`config.mk`:
```
export PLATFORM = sky130hd
export DESIGN_NAME = data_memory_arbiter
export DESIGN_NICKNAME = d
export VERILOG_FILES = /design/src/rtl/data_memory_arbiter.sv
export SDC_FILE = /design/constraint.sdc
export NUM_CORES = 1
export LEC_CHECK = 0
export CAP_MARGIN = 40
export CORE_UTILIZATION = 41
export CTS_CLUSTER_SIZE = 12
export DETAILED_ROUTE_END_ITERATION = 8
export MAX_ROUTING_LAYER = met4
export PLACE_DENSITY = 0.88
export SYNTH_ARGS = -nofsm -noshare
export SYNTH_HDL_FRONTEND = slang
export SYNTH_SLANG_ARGS = --single-unit
```
`constraint.sdc`:
```
create_clock -name clk -period 2.06 [get_ports clk]
set_input_delay 0.206 -clock clk [delete_from_list [all_inputs] [get_ports clk]]
set_output_delay 0.206 -clock clk [all_outputs]
set_load 0.1 [all_outputs]
```
`src/rtl/data_memory_arbiter.sv`:
```
// Two-port (CPU/DMA) arbiter in front of a single-ported data memory.
// Define ARB_FIXED_PRIO_EN for fixed P0 priority; round-robin otherwise.
module data_memory_arbiter #(
  parameter int AW = 8,
  parameter int DW = 8
) (
  input  logic          clk,
  input  logic          reset,
  input  logic          p0_req,
  input  logic          p0_we,
  input  logic [AW-1:0] p0_addr,
  input  logic [DW-1:0] p0_wdata,
  output logic          p0_ack,
  output logic [DW-1:0] p0_rdata,
  input  logic          p1_req,
  input  logic          p1_we,
  input  logic [AW-1:0] p1_addr,
  input  logic [DW-1:0] p1_wdata,
  output logic          p1_ack,
  output logic [DW-1:0] p1_rdata,
  output logic [AW-1:0] mem_address,
  output logic [DW-1:0] mem_write_data,
  output logic          mem_write,
  output logic          mem_read,
  input  logic [DW-1:0] mem_read_data
);

  typedef enum logic [1:0] {IDLE, ACCESS, RESP} state_t;

  state_t        state;
  logic          owner;
  logic          cmd_we;
  logic [AW-1:0] cmd_addr;
  logic [DW-1:0] cmd_wdata;
  logic          grant_p1;

`ifdef ARB_FIXED_PRIO_EN
  always_comb begin
    grant_p1 = p1_req & ~p0_req;
  end
`else
  logic last_grant;

  // On a tie the port that did not win last time is served
  always_comb begin
    grant_p1 = (p0_req & p1_req) ? ~last_grant : p1_req;
  end

  always_ff @(posedge clk or posedge reset) begin
    if (reset)
      last_grant <= 1'b1;
    else if (state == IDLE && (p0_req || p1_req))
      last_grant <= grant_p1;
  end
`endif

  always_ff @(posedge clk or posedge reset) begin
    if (reset) begin
      state     <= IDLE;
      owner     <= 1'b0;
      cmd_we    <= 1'b0;
      cmd_addr  <= '0;
      cmd_wdata <= '0;
      p0_ack    <= 1'b0;
      p1_ack    <= 1'b0;
      p0_rdata  <= '0;
      p1_rdata  <= '0;
    end else begin
      case (state)
        IDLE: begin
          if (p0_req || p1_req) begin
            owner     <= grant_p1;
            cmd_we    <= grant_p1 ? p1_we    : p0_we;
            cmd_addr  <= grant_p1 ? p1_addr  : p0_addr;
            cmd_wdata <= grant_p1 ? p1_wdata : p0_wdata;
            state     <= ACCESS;
          end
        end
        ACCESS: begin
          if (!cmd_we) begin
            if (owner) p1_rdata <= mem_read_data;
            else       p0_rdata <= mem_read_data;
          end
          if (owner) p1_ack <= 1'b1;
          else       p0_ack <= 1'b1;
          state <= RESP;
        end
        RESP: begin
          p0_ack <= 1'b0;
          p1_ack <= 1'b0;
          state  <= IDLE;
        end
        default: state <= IDLE;
      endcase
    end
  end

  // Strobes are gated by reset too, so a reset mid-access can never commit a write
  assign mem_address    = cmd_addr;
  assign mem_write_data = cmd_wdata;
  assign mem_write      = (state == ACCESS) &  cmd_we & ~reset;
  assign mem_read       = (state == ACCESS) & ~cmd_we & ~reset;

endmodule
```
== Word-level counts from Yosys, hierarchy flattened ==
Cells that the tools add are included.

* $add $sub $neg: 0
* Multipliers: 0
* Div/mod/pow operators: 0
* Order comparisons: 0
* Eq/ne operators: 5
* Shift-type cells: 0
* Multiplexer cells: 10
* Bitwise gates (word level): 9
* Reduce and logical (&&, ||, !) cells: 9

{| class="wikitable"
|+ Operators by type and width
! cell !! number
|-
| $mux 8 || 2
|-
| $reduce_and 2->1 || 3
|-
| $reduce_and 3->1 || 2
|-
| $and 1x1->1 || 5
|-
| $mux 1 || 4
|-
| $ne 2x2->1 const B || 2
|-
| $not 1->1 || 4
|-
| $pmux 1 s2 || 2
|-
| $pmux 2 s2 || 1
|-
| $eq 2x1->1 const B || 1
|-
| $eq 2x2->1 const B || 1
|-
| $logic_not 2->1 || 1
|-
| $mux 2 || 1
|-
| $ne 2x1->1 const B || 1
|-
| $reduce_bool 2->1 || 1
|-
| $logic_and 1x1->1 || 1
|-
| $logic_or 1x1->1 || 1
|}

* Flip-flop bits (word level): 39
* Bits in latches: 0
* RAM bits: 0
* ROM bits: 0
* Output and inout port bits: 36
* Logic and storage cells: 43
* Memories: 0

== Depth between registers and ports, before layout ==
* Word-level depth: 3
* Depth in mapped cells: 5
* Mapped depth without buffers: 3

== Least setup slack after synthesis ==
No wires, ideal clock.

* Kind: reg-to-output
* From: register state[0]
* To: output mem_read
* Arrival: 2.113 ns
* Data required time: 1.854 ns
* Path slack: -0.259 ns
* Cell stages (with the launch flop): 3
* Path through: dfrtp_1 > or3b_4 > nor2_1

* Longest elaborated chain between the ends: 3

{| class="wikitable"
|+ Ends and longest elaborated chain
! what !! RTL line !! RTL
|-
| from (decl) || 30 || <nowiki>state_t state;</nowiki>
|-
| from (signal assigned) || 59 || <nowiki>state <= IDLE;</nowiki>
|-
| from (signal assigned) || 76 || <nowiki>state <= ACCESS;</nowiki>
|-
| from (signal assigned) || 86 || <nowiki>state <= RESP;</nowiki>
|-
| $eq 2x1->1 || 102 || <nowiki>assign mem_read = (state == ACCESS) & ~cmd_we & ~reset;</nowiki>
|-
| $and 1x1->1 (2 in a row) || 102 ||
|-
| to (decl) || 24 || <nowiki>output logic mem_read,</nowiki>
|}

No other way between the ends.

== Worst setup path in the final report ==
Same ends and word-level chain as after synthesis.

==> impl_results.md <==
- DRT Wirelength: 3890 um
- Die Area: 4510 um^2
- Ys Warns: 0
- Setup repair after global routing missed its margin: no
- Clock sinks: 39
- Critical path startpoint: state[0]
- Flops & latches, synth: 39
- CTS H-tree lvls: 2
- Total Routing Usage GR: 18.6%
- Highest clock rate: 565 MHz
- RePlAce Congestion: 0.690
- Hold Buf Count CTS: 0
- Sequential area share after synthesis: 56.1%
- Resized cells post-CTS: 0
- Vias in the first global route: 1300
- Layout cell share with drive strength beyond 1: 51.5%
- Die width: 67.2 um
- Post-DP HPWL: 3060 um
- Initial DRC Count: 25
- Cell count after synthesis: 114
- Routed len/inst: 15.3 um
- Initial antenna violation count: 0
- Worst Reg-to-Reg Cells: 3
- Die Y: 67.2 um
- Ant diodes: 0
- Final setup TNS: 0 ns
- Fin. max-slew vios: 0
- Crit path max fanout: 8
- Inserted Clock Buffers: 5
- Fin crit share: 85.9%
- Number of max-cap violations: 0
- Net total in the final layout: 249
- Post-synthesis average cell area: 15.3 um^2
- Longest Clk Path Bufs: 2
- Synth Net Count: 160
- Clock Pin Slew Worst Setup and Hold Paths: 0.08 ns
- Worst-Margin Slew: 0.467 ns
- Yosys cell types: 21
- Syn Std Cell Area: 1740 um^2
- Final setup viols: 0
- Effective utilization at floorplan: 43.2%
- Post-CTS setup buffers: 0
- Clock latency on the worst-skew pair: 0.29 ns
- Status: finished, final reports clean
- Final Skew: 0.00292 ns
- Vias per Instance: 5.01
- Antenna viol nets, final: 0
- Drt first pass iters: 4
- Core footprint: 4030 um^2
- Largest net degree at the start of global routing: 40
- Final Critical Period: 1.77 ns
- Critical Path AT: 1.56 ns
- Worst reg-to-reg setup slack: 0.38 ns
- Post-synth top area share: 54.6%
- Crit Path Category: flip-flop to output pin
- Startpoint types: flip-flop
- Worst setup EP type: output pin
- Synthesis-to-finish area growth: 54.4%
- Multi-input logic area: 724 um^2
- CTS root buf: clkbuf_8
- Row Count: 23
- Synth top area cells: dfrtp_1, mux2_2, mux2_4, dfstp_2, nor2_4
- I/O Buffers: 81
- Worst flop-to-flop path endpoint: p1_rdata[0]
- Max_slew headroom: 68.9%
- DR DRC count: 0
- IO Pins: 82
- Reg2reg start: state[0]
- Critical Path RT: 1.85 ns
- Yosys top cell by area: dfrtp_1
- Via count: 1272
- First-pass GRT wire length: 5940 um
- Fin. Hold Viols: 0
- Grt total ovfl: 0
- HP Class: input port to asynchronous set/reset pin
- Fillers: 301
- CTS tree: built
- Reg area: 977 um^2
## critical path: stages, from the launching register on
cell,delay (ns)
dfrtp_1,0.47
or3b_4,0.46
nor2_2,0.15
buf_12,0.19
## cells by family after synthesis
logic type | Yosys count | share of synthesized area, %
buf+inv | 6 | 2.44
flops | 39 | 56.1
mux | 50 | 34.3
simple gates | 10 | 3.81
compound gates | 9 | 3.31
## flip-flops by register name, indices dropped and copies added, names as in the netlist
signal,count
owner,1
p1_ack,1
p0_rdata,8
cmd_we,1
mem_write_data,8
p1_rdata,8
last_grant,1
p0_ack,1
state,2
mem_address,8
## cells in the final DEF (no fill, tap or decap)
| cell type | netlist | routed |
|---|---|---|
| a21bo_1 | 1 | 1 |
| a21o_1 | 1 | 1 |
| a21oi_1 | 3 | 3 |
| a31oi_1 | 1 | 1 |
| and3_2 | 0 | 1 |
| buf_12 | 0 | 2 |
| buf_4 | 0 | 38 |
| bufinv_16 | 0 | 2 |
| clkbuf_8 | 0 | 5 |
| clkdlybuf4s50_1 | 0 | 45 |
| clkinvlp_4 | 0 | 1 |
| dfrtp_1 | 38 | 38 |
| dfstp_2 | 1 | 1 |
| inv_1 | 3 | 3 |
| mux2_2 | 41 | 41 |
| mux2_4 | 9 | 9 |
| nand2_1 | 2 | 2 |
| nor2_1 | 2 | 1 |
| nor2_2 | 0 | 1 |
| nor2_4 | 2 | 2 |
| nor2b_1 | 1 | 1 |
| nor3_1 | 1 | 1 |
| o21ai_0 | 2 | 2 |
| o21ai_2 | 1 | 1 |
| or3b_4 | 1 | 1 |
## per-layer routing
metal / track usage (%) / wire length, um
met1: 20.2 / 1470
met2: 33.1 / 2190
met4: 7.18 / 49
met3: 4.05 / 186
met5: - / 0
## how the worst max path moves through the flow
stage                              to  slack (ns)
finish                       mem_read        0.29
global route                 mem_read        0.21
floorplan                   mem_write        0.13
CTS                          mem_read        0.29
detailed placement  mem_write_data[5]        0.22
global placement    mem_write_data[5]        0.23
## area by class of cell
type | count | share of cell area (%)
sequential | 39 | 36.4
timing repair buffer | 85 | 28.9
multi-input combinational | 69 | 27.0
clock buffer | 5 | 2.56
clock inverter | 3 | 2.51
tap | 50 | 2.33
inverter | 3 | 0.419
## metrics by stage
step           util, %  cells  hold WS [ns]  instance area [um^2]  setup WS (ns)
2_1_floorplan        -    114         0.276                  1740          0.128
3_3_place_gp      63.3    246         0.492                  2550          0.230
3_5_place_dp      63.3    246         0.495                  2550          0.215
4_1_cts           66.7    254         0.456                  2690          0.287
5_1_grt           66.7    254         0.492                  2690          0.211
6_report          66.7    254         0.454                  2690          0.291
## synth_stat cells
library cell  count
a21oi_1           3
dfstp_2           1
inv_1             3
buf_6             1
nor2_4            2
nor2b_1           1
and3_1            1
mux2_2           41
o21ai_2           1
dfrtp_1          38
buf_2             1
o21ai_0           2
nand2_1           2
mux2_4            9
or3b_4            1
a21o_1            1
nor2_1            2
a31oi_1           1
buf_8             1
a21bo_1           1
nor3_1            1
Power is left out: the tool's default activity adds up to more than one toggle a clock period on the data nets, which glitch-free logic cannot reach.
